==> config.mk <==
export PLATFORM = sky130hd
export DESIGN_NAME = seq_multiplier_flat
export DESIGN_NICKNAME = d
export VERILOG_FILES = /design/src/rtl/seq_multiplier_if.sv /design/src/rtl/seq_multiplier.sv /design/src/flat_wrapper.sv
export SDC_FILE = /design/constraint.sdc
export NUM_CORES = 1
export LEC_CHECK = 0
export BUFFER_PORTS_ARGS = -buffer_cell sky130_fd_sc_hd__buf_4
export CAP_MARGIN = 25
export CORE_ASPECT_RATIO = 1.1
export CORE_MARGIN = 4
export CORE_UTILIZATION = 50
export DETAILED_ROUTE_END_ITERATION = 8
export GPL_ROUTABILITY_DRIVEN = 0
export GPL_TIMING_DRIVEN = 0
export PLACE_DENSITY = 0.75
export SYNTH_ARGS = -nofsm -noshare
export SYNTH_HDL_FRONTEND = slang
export SYNTH_SLANG_ARGS = --single-unit
==> constraint.sdc <==
create_clock -name clk -period 4.3 [get_ports clk]
set_input_delay 0.43 -clock clk [delete_from_list [all_inputs] [get_ports clk]]
set_output_delay 0.43 -clock clk [all_outputs]
set_load 0.01 [all_outputs]
==> src/rtl/seq_multiplier_if.sv <==
`default_nettype none
// ============================================================================
//  Module      : seq_multiplier_if
//  Description : Handshake and operand bundle between the pico-MIPS decoder /
//                register file and the sequential multiplier.
//                  start  - decoder MULT control, held while the instruction
//                           is presented
//                  a, b   - signed Q1.(WIDTH-1) operands
//                  stall  - freeze PC and register-file write enable
//                  done   - one-cycle result-valid pulse
//                  result - registered saturated product
//  Revision    : 1.0 - initial release
// ============================================================================
interface seq_multiplier_if #(
  parameter int WIDTH = 8
);
  logic             start;
  logic [WIDTH-1:0] a;
  logic [WIDTH-1:0] b;
  logic             stall;
  logic             done;
  logic [WIDTH-1:0] result;

  // Datapath side (decoder / register file) drives the request.
  modport master (
    output start, a, b,
    input  stall, done, result
  );

  // Multiplier side.
  modport slave (
    input  start, a, b,
    output stall, done, result
  );
endinterface
`default_nettype wire

==> src/rtl/seq_multiplier.sv <==
`default_nettype none
// ============================================================================
//  Module      : seq_multiplier
//  Description : Multi-cycle signed fixed-point (Q1.(WIDTH-1)) shift-and-add
//                multiplier. Magnitudes are multiplied one bit per cycle so
//                the critical path is a single adder; the sign is applied and
//                the product saturated when the result is loaded.
//  Ports       : clk     - system clock, rising edge
//                n_reset - asynchronous active-low reset
//                bus     - seq_multiplier_if.slave (start, a, b in;
//                          stall, done, result out)
//  Revision    : 1.0 - initial release
// ============================================================================
module seq_multiplier #(
  parameter int WIDTH = 8
) (
  input  wire logic        clk,
  input  wire logic        n_reset,
  seq_multiplier_if.slave  bus
);

  localparam int               c_cnt_w    = (WIDTH > 2) ? $clog2(WIDTH) : 1;
  localparam logic [c_cnt_w-1:0] c_cnt_one  = c_cnt_w'(1);
  localparam logic [c_cnt_w-1:0] c_cnt_last = c_cnt_w'(WIDTH - 1);
  localparam logic [WIDTH-1:0] c_one      = WIDTH'(1);
  localparam logic [WIDTH-1:0] c_max_pos  = {1'b0, {(WIDTH-1){1'b1}}};

  typedef enum logic [1:0] {
    S_IDLE = 2'd0,
    S_RUN  = 2'd1,
    S_DONE = 2'd2
  } state_t;

  state_t               r_state;
  logic [WIDTH-1:0]     r_ma;
  logic [WIDTH-1:0]     r_mb;
  logic [2*WIDTH-1:0]   r_acc;
  logic [c_cnt_w-1:0]   r_cnt;
  logic                 r_neg;
  logic [WIDTH-1:0]     r_result;

  logic [WIDTH-1:0]     w_abs_a;
  logic [WIDTH-1:0]     w_abs_b;
  logic [2*WIDTH-1:0]   w_pp;
  logic [2*WIDTH-1:0]   w_acc_next;
  logic [WIDTH-1:0]     w_mag;
  logic                 w_sat;
  logic [WIDTH-1:0]     w_res;

  // Magnitudes as unsigned WIDTH-bit values; the most negative operand maps
  // to 2^(WIDTH-1), which still fits.
  assign w_abs_a = bus.a[WIDTH-1] ? (~bus.a + c_one) : bus.a;
  assign w_abs_b = bus.b[WIDTH-1] ? (~bus.b + c_one) : bus.b;

  // One partial product per RUN cycle.
  assign w_pp       = {{WIDTH{1'b0}}, r_ma} << r_cnt;
  assign w_acc_next = r_acc + (r_mb[0] ? w_pp : '0);

  // Result is formed from the accumulator value being written on the final
  // RUN edge, so the last partial product is included.
  assign w_mag = w_acc_next[2*WIDTH-2:WIDTH-1];
  assign w_sat = !r_neg && (w_acc_next[2*WIDTH-1] || w_mag[WIDTH-1]);
  assign w_res = w_sat ? c_max_pos : (r_neg ? (~w_mag + c_one) : w_mag);

  always_ff @(posedge clk or negedge n_reset) begin
    if (!n_reset) begin
      r_state  <= S_IDLE;
      r_ma     <= '0;
      r_mb     <= '0;
      r_acc    <= '0;
      r_cnt    <= '0;
      r_neg    <= 1'b0;
      r_result <= '0;
    end else begin
      case (r_state)
        S_IDLE: begin
          if (bus.start) begin
            // Bit 0 of |b| equals b[0], so the first partial product is
            // folded into the capture edge. The remaining WIDTH-1 bits take
            // WIDTH-1 RUN edges, keeping the instruction at WIDTH+1 cycles
            // with a fixed latency.
            r_ma    <= w_abs_a;
            r_mb    <= w_abs_b >> 1;
            r_neg   <= bus.a[WIDTH-1] ^ bus.b[WIDTH-1];
            r_acc   <= bus.b[0] ? {{WIDTH{1'b0}}, w_abs_a} : '0;
            r_cnt   <= c_cnt_one;
            r_state <= S_RUN;
          end
        end
        S_RUN: begin
          r_acc <= w_acc_next;
          r_mb  <= r_mb >> 1;
          r_cnt <= r_cnt + c_cnt_one;
          if (r_cnt == c_cnt_last) begin
            r_result <= w_res;
            r_state  <= S_DONE;
          end
        end
        S_DONE: begin
          // start is still high for the same instruction; ignore it.
          r_state <= S_IDLE;
        end
        default: begin
          r_state <= S_IDLE;
        end
      endcase
    end
  end

  assign bus.stall  = ((r_state == S_IDLE) && bus.start) || (r_state == S_RUN);
  assign bus.done   = (r_state == S_DONE);
  assign bus.result = r_result;

endmodule
`default_nettype wire

==> src/flat_wrapper.sv <==
// flat-port wrapper written by rule: the top's interface ports become plain ports
module seq_multiplier_flat 
#(
  parameter int WIDTH = 8
)
  (clk, n_reset, bus_start, bus_a, bus_b, bus_stall, bus_done, bus_result);
  seq_multiplier_if #(.WIDTH(WIDTH)) bus_i ();
  input  wire logic clk;
  input  wire logic n_reset;
  input wire logic [$bits(bus_i.start)-1:0] bus_start;
  input wire logic [$bits(bus_i.a)-1:0] bus_a;
  input wire logic [$bits(bus_i.b)-1:0] bus_b;
  output wire logic [$bits(bus_i.stall)-1:0] bus_stall;
  output wire logic [$bits(bus_i.done)-1:0] bus_done;
  output wire logic [$bits(bus_i.result)-1:0] bus_result;
  assign bus_i.start = bus_start;
  assign bus_i.a = bus_a;
  assign bus_i.b = bus_b;
  assign bus_stall = bus_i.stall;
  assign bus_done = bus_i.done;
  assign bus_result = bus_i.result;
  seq_multiplier #(.WIDTH(WIDTH)) u_core (.clk(clk), .n_reset(n_reset), .bus(bus_i));
endmodule
==> summary.md <==
| Metric | Value |
|---|---|
| Max Fclk | around 240 MHz |
| HP Class | in2async |
| Clock Tree Buf Depth | 2 |
| Compound-cell area share of the yosys netlist | about 24% |
| Die Span Y | 93.8 um |
| Root Buffer | clkbuf_8 |
| Fillers | 601 |
| Synth Register Bits | 45 |
| Global-route wire length before repair | 13,600 um |
| Vias | 2,940 |
| Top-Level Pins | 29 |
| Hold_buf cts | 0 |
| Most frequent cells in the layout | 53 x nand2_1, 45 x dfrtp_1, 35 x nor2_1, 35 x a21oi_1, 34 x o21ai_0 |
| Static Leak | 0.00170 uW |
| Mapped Area | 0.00335 sq mm |
| Htree depth | 2 |
| Placed Cells incl. Taps | 504 |
| DRT met1 WL | ~3500 um |
| RSZ-0062 raised after global routing | no |
| WHS | 0.121 ns |
| Total gr overflow | 0 |
| Crit-path max FO | 10 |
| Layout cell share with drive strength beyond 1 | 12.6% |
| Post-cts resize count | 1 |
| Synth unique cells | 58 |
| N_diodes | 0 |
| CTS tree | done |
| ANT nets after route | 0 |
| Nets@finish | roughly 470 |
| WS Path Type | reg2reg |
| CP Launch Type | flop |
| Simple-gate share of the synthesized area | 18.5% |
| Final Critical Period | approximately 4 ns |
| WL met3 | ~310 um |
| Worst slew pin tran | 0.976 ns |
| Peak VDD IR | 419 uV |
| Post-synthesis mux area share | 3.70% |
| Sequential area share after synthesis | between 30 and 40% |
| Critical Path AT | 4.27 ns |
| Main combinational cell family by area after synthesis | compound AO/OA/AOI/OAI gates |
| Commonest non-fill, non-tap cell in the layout | nand2_1 |
| Final hold vios | 0 |
| HPWL Detailed | 6150 um |
| Vias in the first global route | around 3,000 |
| Pre-Repair DR Iteration Count | 6 |
| Clock skew | 0.00620 ns |
| Gate Count Post-Synth | 396 |
| Final worst path period share | about 95% |
| Die area | 0.00807 sq mm |
| Total wire length | 7990 um |
| Fin Setup TNS | 0 ns |
| Drc violations | 0 |
| Main flop type after synthesis | dfrtp_1 |
| Power density cells | ~730 mW/mm^2 |
| Port Buffers | 26 |
| Detailed Route Iter0 Violations | 158 |
| Number of synthesis warnings | 0 |
| Initial Util | 51.0% |
| Die X | 86.0 um |
| Insertion delay to the later sink of the worst-skew pair | 0.30 ns |
| Max layer used | met4 |
| Max-slew violation count | 0 |
| Critical path capture point type | flop |
| Rel. slew slack | 34.8% |
| CTS sink cnt | 45 |
| Multi-input gate area | 0.00211 sq mm |
| DR WL met2 | 3890 um |
| TritonCTS buffer count | 5 |
| FF+latch area | approximately 0.0011 sq mm |
| Xor/xnor share of the synthesized area | 8.04% |
| Post-synth top area cell | dfrtp_1 |
| Asr flop ratio synth | 100% |
| Std cell rows | 31 |
| Average size of a mapped cell | 8.45 sq um |
| Cell Count, Final, Fillers Out | 510 |
| Core Footprint | about 0.0066 sq mm |
| Synth area leaders | dfrtp_1 34%, ha_1 7.5%, nand2_1 5.9% |
| Drt via density | 5.76 |
| Synth top area share | about a third |
| Max_cap viols | 0 |
| Synthesized Nets | 436 |
| Status | finished clean |
| Synth Area in Adders | 8.08% |
| CP required | 4.49 ns |
| Largest net degree at the start of global routing | 46 |
| WL per Instance | 15.7 um |
| Setup Buffers After CTS | 0 |
| Clock transition at path regs | 0.08 ns |
| Total GRT Usage | 21.2% |
| Final setup fails | 0 |
| EDFF count, synth | 0 |
| Area grow syn2layout | 11.7% |
| Antenna violations before repair | 0 |
## synthesized netlist by cell type (2+ instances only)
cell type and n:
o31ai_1 7, mux2i_1 9, nand2b_1 3, clkbuf_1 13, a22oi_1 2, nand2_1 53
a21oi_2 2, mux2_2 3, and2_1 6, or3_1 4, xor2_1 18, o22ai_1 2
and3_1 2, xnor2_1 9, nor2_1 35, o21ai_0 34, nor3b_1 3, inv_1 11
a21o_1 5, nand4_1 2, o21a_1 2, nand3b_1 2, ha_1 20, a211oi_2 2
xor2_2 2, a2111oi_0 2, dfrtp_1 45, o211ai_2 2, o21bai_1 3, a31oi_1 3
a21oi_1 35, nand3_1 5, a21o_2 2, a21boi_1 2, nor3_1 6, o21ai_1 4
buf_1 3, nor2b_1 8, o211ai_1 3, a22o_1 4
## cells by family after synthesis
family / Yosys count
flops: 45
mux: 12
compound gates: 125
buf+inv: 30
simple gates: 134
fa+ha+maj: 21
xor+xnor: 29
## registers in the layout, indices dropped and copies added, names as in the netlist
name,count
u_core.bus.result,8
u_core.r_neg,1
u_core.r_state,2
u_core.r_mb,7
u_core.r_acc,16
u_core.r_ma,8
u_core.r_cnt,3
## worst max-delay path: stages, from the launching register on
cell and delay, ns:
dfrtp_1 0.46, clkbuf_2 0.28, mux2i_1 0.30, mux2i_1 0.15, a21oi_1 0.23, nor2b_1 0.07, ha_1 0.35, a21oi_1 0.25
o21ai_0 0.18, a21boi_1 0.28, xor2_2 0.31, ha_1 0.25, and3_1 0.19, or4b_1 0.44, a21oi_1 0.15, o21ai_1 0.09
## metrics by stage
| stage | area (sq um) | total power (uW) | utilization (%) | worst slack [ns] |
|---|---|---|---|---|
| after floorplan | 3350 | 2000 | - | 0.590 |
| after global placement | 3640 | 2400 | 55.6 | 0.106 |
| after detailed placement | 3640 | 2440 | 55.6 | 0.0770 |
| after CTS | 3730 | 2710 | 56.8 | 0.0227 |
| after global routing | 3740 | 2980 | 57.0 | 0.00193 |
| final | 3740 | 2720 | 57.0 | 0.214 |
## final timing paths
path / endpoint / start / cells after the start / slack (ns)
setup / recovery: u_core.bus.result[6]$_DFFE_PN0P_ / u_core.r_cnt[0]$_DFFE_PN0P_ / 15 / 0.21
hold / removal: u_core.bus.result[2]$_DFFE_PN0P_ / n_reset / 1 / 0.12
setup reg to reg: u_core.bus.result[6]$_DFFE_PN0P_ / u_core.r_cnt[0]$_DFFE_PN0P_ / 15 / 0.21
hold reg to reg: u_core.bus.result[7]$_DFFE_PN0P_ / u_core.bus.result[7]$_DFFE_PN0P_ / 2 / 0.48
max in group asynchronous: u_core.r_acc[8]$_DFFE_PN0P_ / n_reset / 1 / 3.79
min in group clk: u_core.r_ma[0]$_DFFE_PN0P_ / bus_a[0] / 2 / 0.41
## layer usage
metal | GRT usage, % | up-vias
li1 | - | 1468
met1 | 26.1 | 1386
met2 | 37.0 | 64
met3 | 2.46 | 22
met4 | 9.63 | 0
met5 | 0 | -
## power breakdown
| group | internal, uW | leakage [uW] | switching, uW |
|---|---|---|---|
| combinational | 715 | 0.00110 | 1030 |
| sequential | 602 | 0.000560 | 124 |
| clock | 113 | 0.0000412 | 143 |
## layout make-up
cell class                      instances  area share (%)
Inverter                               12            1.20
Buffer                                 17            2.21
Multi-Input combinational cell        321            56.3
Clock buffer                            6            1.94
Tap cell                               82            2.74
Clock inverter                          1           0.234
Timing Repair Buffer                   26            5.22
Sequential cell                        45            30.1
Note: power is estimated with default switching activity, not from simulation.
